[config.mk]
export PLATFORM = sky130hd
export DESIGN_NAME = pmem_arbiter
export DESIGN_NICKNAME = d
export VERILOG_FILES = /design/src/rtl/pmem_arbiter.sv
export SDC_FILE = /design/constraint.sdc
export NUM_CORES = 1
export LEC_CHECK = 0
export CELL_PAD_IN_SITES_DETAIL_PLACEMENT = 2
export CELL_PAD_IN_SITES_GLOBAL_PLACEMENT = 2
export CORE_AREA = 3 3 318 320
export DETAILED_ROUTE_END_ITERATION = 10
export DIE_AREA = 0 0 321 323
export PLACE_DENSITY = 0.61
export REMOVE_ABC_BUFFERS = 1
export SLEW_MARGIN = 20
export SYNTH_ARGS = -nofsm -noshare
export SYNTH_HDL_FRONTEND = slang
export SYNTH_SLANG_ARGS = --single-unit
[constraint.sdc]
create_clock -name clk -period 1.7 [get_ports clk]
set_input_delay 0.255 -clock clk [delete_from_list [all_inputs] [get_ports clk]]
set_output_delay 0.255 -clock clk [all_outputs]
set_load 0.02 [all_outputs]
[src/rtl/pmem_arbiter.sv]
// pmem_arbiter: shares one physical memory port between the I-cache and the
// D-cache. It transfers one cacheline per transaction, either a fill read or a
// dirty writeback.
//
// Optional feature macro: PMEM_ARB_ROUND_ROBIN_EN.
//   Undefined (default): fixed priority. D wins when both caches are pending.
//   Defined: alternating priority, tracked in a last_grant register. On a tie
//            the requester that was not granted last time wins.
//
// Handshake: a cache holds read or write high until it sees its resp pulse.
// The winning request is copied into hold registers at grant, and only those
// registers drive the memory port until pmem_resp. The resp pulse goes
// combinationally to the granted cache, in the same cycle as pmem_resp.
// One IDLE cycle always separates two transactions, so the served cache can
// drop its request before the next arbitration.
//
// dbg_state exposes the FSM: 0 = IDLE, 1 = SERVE_I, 2 = SERVE_D.
module pmem_arbiter #(
   parameter int ADDR_WIDTH = 16,
   parameter int LINE_WIDTH = 128
) (
   input  logic                  clk,
   input  logic                  rst,
   input  logic                  i_pmem_read,
   input  logic                  i_pmem_write,
   input  logic [ADDR_WIDTH-1:0] i_pmem_address,
   input  logic [LINE_WIDTH-1:0] i_pmem_wdata,
   output logic [LINE_WIDTH-1:0] i_pmem_rdata,
   output logic                  i_pmem_resp,
   input  logic                  d_pmem_read,
   input  logic                  d_pmem_write,
   input  logic [ADDR_WIDTH-1:0] d_pmem_address,
   input  logic [LINE_WIDTH-1:0] d_pmem_wdata,
   output logic [LINE_WIDTH-1:0] d_pmem_rdata,
   output logic                  d_pmem_resp,
   output logic                  pmem_read,
   output logic                  pmem_write,
   output logic [ADDR_WIDTH-1:0] pmem_address,
   output logic [LINE_WIDTH-1:0] pmem_wdata,
   input  logic [LINE_WIDTH-1:0] pmem_rdata,
   input  logic                  pmem_resp,
   output logic [1:0]            dbg_state
);

   typedef enum logic [1:0] {
      IDLE    = 2'd0,
      SERVE_I = 2'd1,
      SERVE_D = 2'd2
   } state_e;

   state_e                 state_q, state_d;
   logic                   hold_read_q, hold_read_d;
   logic                   hold_write_q, hold_write_d;
   logic [ADDR_WIDTH-1:0]  hold_addr_q, hold_addr_d;
   logic [LINE_WIDTH-1:0]  hold_wdata_q, hold_wdata_d;

   logic i_pend;
   logic d_pend;
   logic grant_d;

   assign i_pend = i_pmem_read | i_pmem_write;
   assign d_pend = d_pmem_read | d_pmem_write;

`ifdef PMEM_ARB_ROUND_ROBIN_EN
   // Encodes the requester granted most recently: 0 = I, 1 = D.
   logic last_grant_q, last_grant_d;

   // Decide the winner: on a tie, pick the requester not granted last time.
   always_comb begin
      grant_d = d_pend;
      if (i_pend && d_pend) begin
         grant_d = ~last_grant_q;
      end
   end
`else
   // Decide the winner: D has fixed priority over I.
   always_comb begin
      grant_d = d_pend;
   end
`endif

   // Next-state logic: capture the winner in IDLE, and forward resp while serving.
   always_comb begin
      state_d      = state_q;
      hold_read_d  = hold_read_q;
      hold_write_d = hold_write_q;
      hold_addr_d  = hold_addr_q;
      hold_wdata_d = hold_wdata_q;
      i_pmem_resp  = 1'b0;
      d_pmem_resp  = 1'b0;
`ifdef PMEM_ARB_ROUND_ROBIN_EN
      last_grant_d = last_grant_q;
`endif
      case (state_q)
         IDLE: begin
            if (i_pend || d_pend) begin
               if (grant_d) begin
                  // If a cache raises read and write together, the write wins.
                  hold_write_d = d_pmem_write;
                  hold_read_d  = d_pmem_read & ~d_pmem_write;
                  hold_addr_d  = d_pmem_address;
                  hold_wdata_d = d_pmem_wdata;
                  state_d      = SERVE_D;
`ifdef PMEM_ARB_ROUND_ROBIN_EN
                  last_grant_d = 1'b1;
`endif
               end else begin
                  hold_write_d = i_pmem_write;
                  hold_read_d  = i_pmem_read & ~i_pmem_write;
                  hold_addr_d  = i_pmem_address;
                  hold_wdata_d = i_pmem_wdata;
                  state_d      = SERVE_I;
`ifdef PMEM_ARB_ROUND_ROBIN_EN
                  last_grant_d = 1'b0;
`endif
               end
            end
         end
         SERVE_I: begin
            i_pmem_resp = pmem_resp;
            if (pmem_resp) begin
               state_d = IDLE;
            end
         end
         SERVE_D: begin
            d_pmem_resp = pmem_resp;
            if (pmem_resp) begin
               state_d = IDLE;
            end
         end
         default: begin
            state_d = IDLE;
         end
      endcase
   end

   // State and hold registers.
   always_ff @(posedge clk) begin
      if (rst) begin
         state_q      <= IDLE;
         hold_read_q  <= 1'b0;
         hold_write_q <= 1'b0;
         hold_addr_q  <= '0;
         hold_wdata_q <= '0;
      end else begin
         state_q      <= state_d;
         hold_read_q  <= hold_read_d;
         hold_write_q <= hold_write_d;
         hold_addr_q  <= hold_addr_d;
         hold_wdata_q <= hold_wdata_d;
      end
   end

`ifdef PMEM_ARB_ROUND_ROBIN_EN
   // Round-robin history register. After reset it reads I, so D wins the first tie.
   always_ff @(posedge clk) begin
      if (rst) begin
         last_grant_q <= 1'b0;
      end else begin
         last_grant_q <= last_grant_d;
      end
   end
`endif

   // Memory strobes come only from the hold registers, and only while serving.
   assign pmem_read    = (state_q != IDLE) & hold_read_q;
   assign pmem_write   = (state_q != IDLE) & hold_write_q;
   assign pmem_address = hold_addr_q;
   assign pmem_wdata   = hold_wdata_q;

   // Read data goes to both caches; only the resp pulse qualifies it.
   assign i_pmem_rdata = pmem_rdata;
   assign d_pmem_rdata = pmem_rdata;

   assign dbg_state = state_q;

endmodule

== Word-level counts from Yosys, hierarchy flattened ==
Cells that the tools add are included.
Word-level totals
  input port bits: 423
  flip-flop bits (word level): 148
  output and inout bits: 406
Cells by class
  equality and inequality tests: 4
  bitwise gates (word level): 8
  reduce and logical (&&, ||, !) cells: 6
  multiplexer cells: 10
Operator list (count)
  $mux 128: 1
  $mux 16: 1
  $mux 2: 3
  $and 1x1->1: 4
  $mux 1: 4
  $pmux 2 s2: 1
  $reduce_and 2->1: 2
  $eq 2x1->1 const B: 1
  $eq 2x2->1 const B: 1
  $logic_not 2->1: 1
  $ne 2x1->1 const B: 1
  $ne 2x2->1 const B: 1
  $not 1->1: 2
  $or 1x1->1: 2
  $reduce_bool 2->1: 1
  $reduce_or 2->1: 1
  $logic_or 1x1->1: 1

== Logic depth before layout (Yosys ltp) ==
  depth after elaboration: 4
  mapped depth: 9
  mapped depth without buffers: 5

== Worst setup path after synthesis ==
OpenSTA, ideal clock, no wires.
  path type: register to register
  start point: reg state_q[0] (netlist: dbg_state[0])
  end point: reg hold_wdata_q[87] (netlist: pmem_wdata[87])
  data required time: 1.582 ns
  setup slack: -0.004 ns
  stages on the path, launching flop included: 10
  arrival time: 1.586 ns
  period minus slack after synthesis: 1.704 ns
  path through: dfxtp_1 -> inv_1 -> ha_1 -> buf_2 -> o41a_2 -> nand2b_1 -> buf_4 -> buf_6 -> buf_4 -> o2bb2ai_1
On the way
  longest elaborated chain between the ends: 2
Ends and longest elaborated chain
  from (decl): line 51  | state_e state_q, state_d;
  from (signal assigned): line 146  | state_q <= state_d;
  $logic_not 2->1: line 94  | case (state_q)
  $reduce_and 2->1 (no source line)
  to (signal assigned): line 150  | hold_wdata_q <= hold_wdata_d;
  to (decl): line 55  | logic [LINE_WIDTH-1:0] hold_wdata_q, hold_wdata_d;
Every way passes these cells.
A chain may end at the register's enable or synchronous reset.

== Worst setup path after layout ==
  start point: reg state_q[0] (netlist: dbg_state[0])
  end point: out pmem_write
On the way
  longest elaborated chain between the ends: 2
Ends and longest elaborated chain
  $reduce_bool 2->1: line 167  | assign pmem_write = (state_q != IDLE) & hold_write_q;
  $and 1x1->1: line 167
  to (decl): line 37  | output logic pmem_write,
Every way passes these cells.

==> metrics.csv <==
metric,value,unit
"area leader, netlist",dfxtp_1,
Top delay family on crit path,flip-flops,
Fin Hold WS,435.1,ps
Setup WS pre-CTS,-394.7,ps
Critical path buffers and inverters,3,
initial antenna violation count,11,
GPL Wtd Cong,0.7996,
maxcap violations,0,
Slew headroom,68.85,%
CTS max path bufs,2,
TritonCTS clock tree,done,
"Seq/Total Area, Yosys",36.20,%
first drt pass iteration count,4,
HPWL Detailed,72920,µm
YS warnings,0,
vias per cell,3.245,
Crit. End Element,output pin,
port bufs,444,
RSZ-0062 raised after global routing,yes,
Required @ worst endpoint,1440,ps
worst-margin pin slew,469.1,ps
clock tree root buffer cell,clkbuf_16,
worst-skew pair later-pin latency,490,ps
H-tree depth,4,
Starting Density,8.317,%
DRC,0,
area growth from synthesis to layout,62.21,%
Post-Layout Cell Count,2309,
Hold Path Class,in -> reg,
register clock-pin slew on the reported worst setup and hold paths,80,ps
per-cell routed wire length,37.14,µm
CTS buffer count,17,
largest net degree at the start of global routing,57,
Fmax,584.0,MHz
CP Class,reg -> out,
first-pass GRT wire length,105500,µm
Final nets,1435,
final worst path period share,100.7,%
most frequent cells in the layout,"clkdlybuf4s50_1 (294), dfxtp_1 (146), mux2i_1 (144)",
# hold bufs at CTS,0,
register area,2970,µm²
CP arrival,1460,ps
via count,7493,
cells after synthesis,772,
Leak Pwr,5.005,nW
GRT Residual Overflow,0,
row count,115,
share of cells above drive strength 1,14.71,%
"flops & latches, synth",148,
"most common cell after layout, fill and taps aside",clkdlybuf4s50_1,
crit-path cells,inv_4 > ha_4 > buf_8 > nor2b_4 > buf_12,
Placed Instances,2272,
# fillers,11416,
area share of the largest cell type after synthesis,36.20,%
maximum single-stage delay on the critical path,370,ps
post-route minimum period,1712,ps
Clock Sinks,148,
Antenna Violating Nets Remaining,0,
total track usage,16.30,%
die outline width,321,µm
CP max-delay cell,dfxtp_4,
Top Ports,829,
Worst Setup Start Kind,flip-flop,
Synth Cell Area,8185,µm²
Final setup violation count,1,
Mapped Avg Cell Area,10.60,µm²
footprint of the multi-input gates,3024,µm²
"Hold Vio Cnt, Final",0,
setup ws final,-12.42,ps
number of global-route vias before repair,8288,
Synth area leaders,"dfxtp_1 (36%), buf_4 (24%), mux2i_1 (18%), o2bb2ai_1 (14%), buf_2 (2.0%)",
outcome,"finished, violations left",
CP Max Fanout,4,
die area,103700,µm²
fin. max-slew vios,0,
synth unique cells,24,
failing checks,negative setup slack,
Starting DRT DRC Count,352,
Core ar.,98420,µm²
worst-case vdd ir drop,0.0007406,V
Pwr per Cell Area,931.0,nW/µm²
Die Ht,323,µm
Design Power,0.01236,W
DRT Wirelength,85750,µm
Max Clock Skew,16.61,ps
## final timing paths
kind              slack [ps]  cells after the start         startpoint         endpoint
setup / recovery         -10                      5       dbg_state[0]       pmem_write
hold / removal           440                      3  d_pmem_wdata[101]  pmem_wdata[101]
setup reg to reg         110                      8       dbg_state[0]   pmem_wdata[13]
hold reg to reg          450                      1     pmem_wdata[21]   pmem_wdata[21]
## kinds of logic after synthesis
kind of cell | after synthesis | synth area share [%]
AO/OA/AOI/OAI | 155 | 17.09
adder cells (fa/ha/maj) | 3 | 0.4586
buffers and inverters | 310 | 27.73
flip-flops | 148 | 36.20
multiplexers | 144 | 17.61
AND/OR/NAND/NOR | 12 | 0.9171
## synth_stat cells
master	n
buf_4	258
dfxtp_1	148
mux2i_1	144
o2bb2ai_1	134
buf_2	32
buf_6	13
o2bb2ai_2	10
inv_1	6
o21ai_0	4
ha_1	3
nor2_1	3
a21oi_1	2
and2_1	2
nand2b_1	2
nor2b_1	2
a211oi_1	1
a21o_1	1
a221oi_1	1
a311oi_1	1
clkbuf_1	1
nand3b_1	1
nor2_4	1
nor3b_1	1
o41a_2	1
## registers in the layout, summed over array words and instances, names as in the netlist
name	count
hold_write_q	1
pmem_address	16
pmem_wdata	128
dbg_state	2
hold_read_q	1
## tightest hold or removal path, stage by stage
cell             delay [ps]
clkdlybuf4s50_1         390
mux2i_1                 120
o2bb2ai_1                80
## metrics by stage
stage          TNS (ps)  instance area [µm²]  util [%]
2_1_floorplan  -1185720                 5938         -
3_3_place_gp     -43280                12710     12.92
3_5_place_dp     -48000                12710     12.92
4_1_cts          -127.7                13240     13.45
5_1_grt          -245.7                13280     13.49
6_report         -12.42                13280     13.49
## layer usage
metal | vias to the layer above | global-route usage [%] | share of wire [%]
li1 | 2976 | - | -
met1 | 3432 | 16.86 | 38
met2 | 971 | 21.06 | 37
met3 | 87 | 17.91 | 22
met4 | 27 | 3.541 | 1.5
met5 | - | 9.524 | 1.5
## layout make-up
class	instances	area share, %
diodes	2	0.03769
clock buffers	19	3.336
clock inverters	11	1.140
inverters	6	0.2073
multi-input cells	314	22.78
flip-flops and latches	148	22.37
well taps	1287	12.13
repair buffers	522	38.00
## report_power, final
group / internal, W / switching, W
combinational: 0.00186 / 0.00215
sequential: 0.00399 / 0.000307
clock: 0.00233 / 0.00172
total: 0.00818 / 0.00418
## what timing repair did
action / in CTS / in global routing
endpoints found under the hold margin: 0 / 0
gates resized for setup: 154 / 9
buffers inserted: 4 / 1
pin swaps: 1 / 2
endpoints found under the setup margin: 136 / 19
Power figures use the tool's default switching activity.
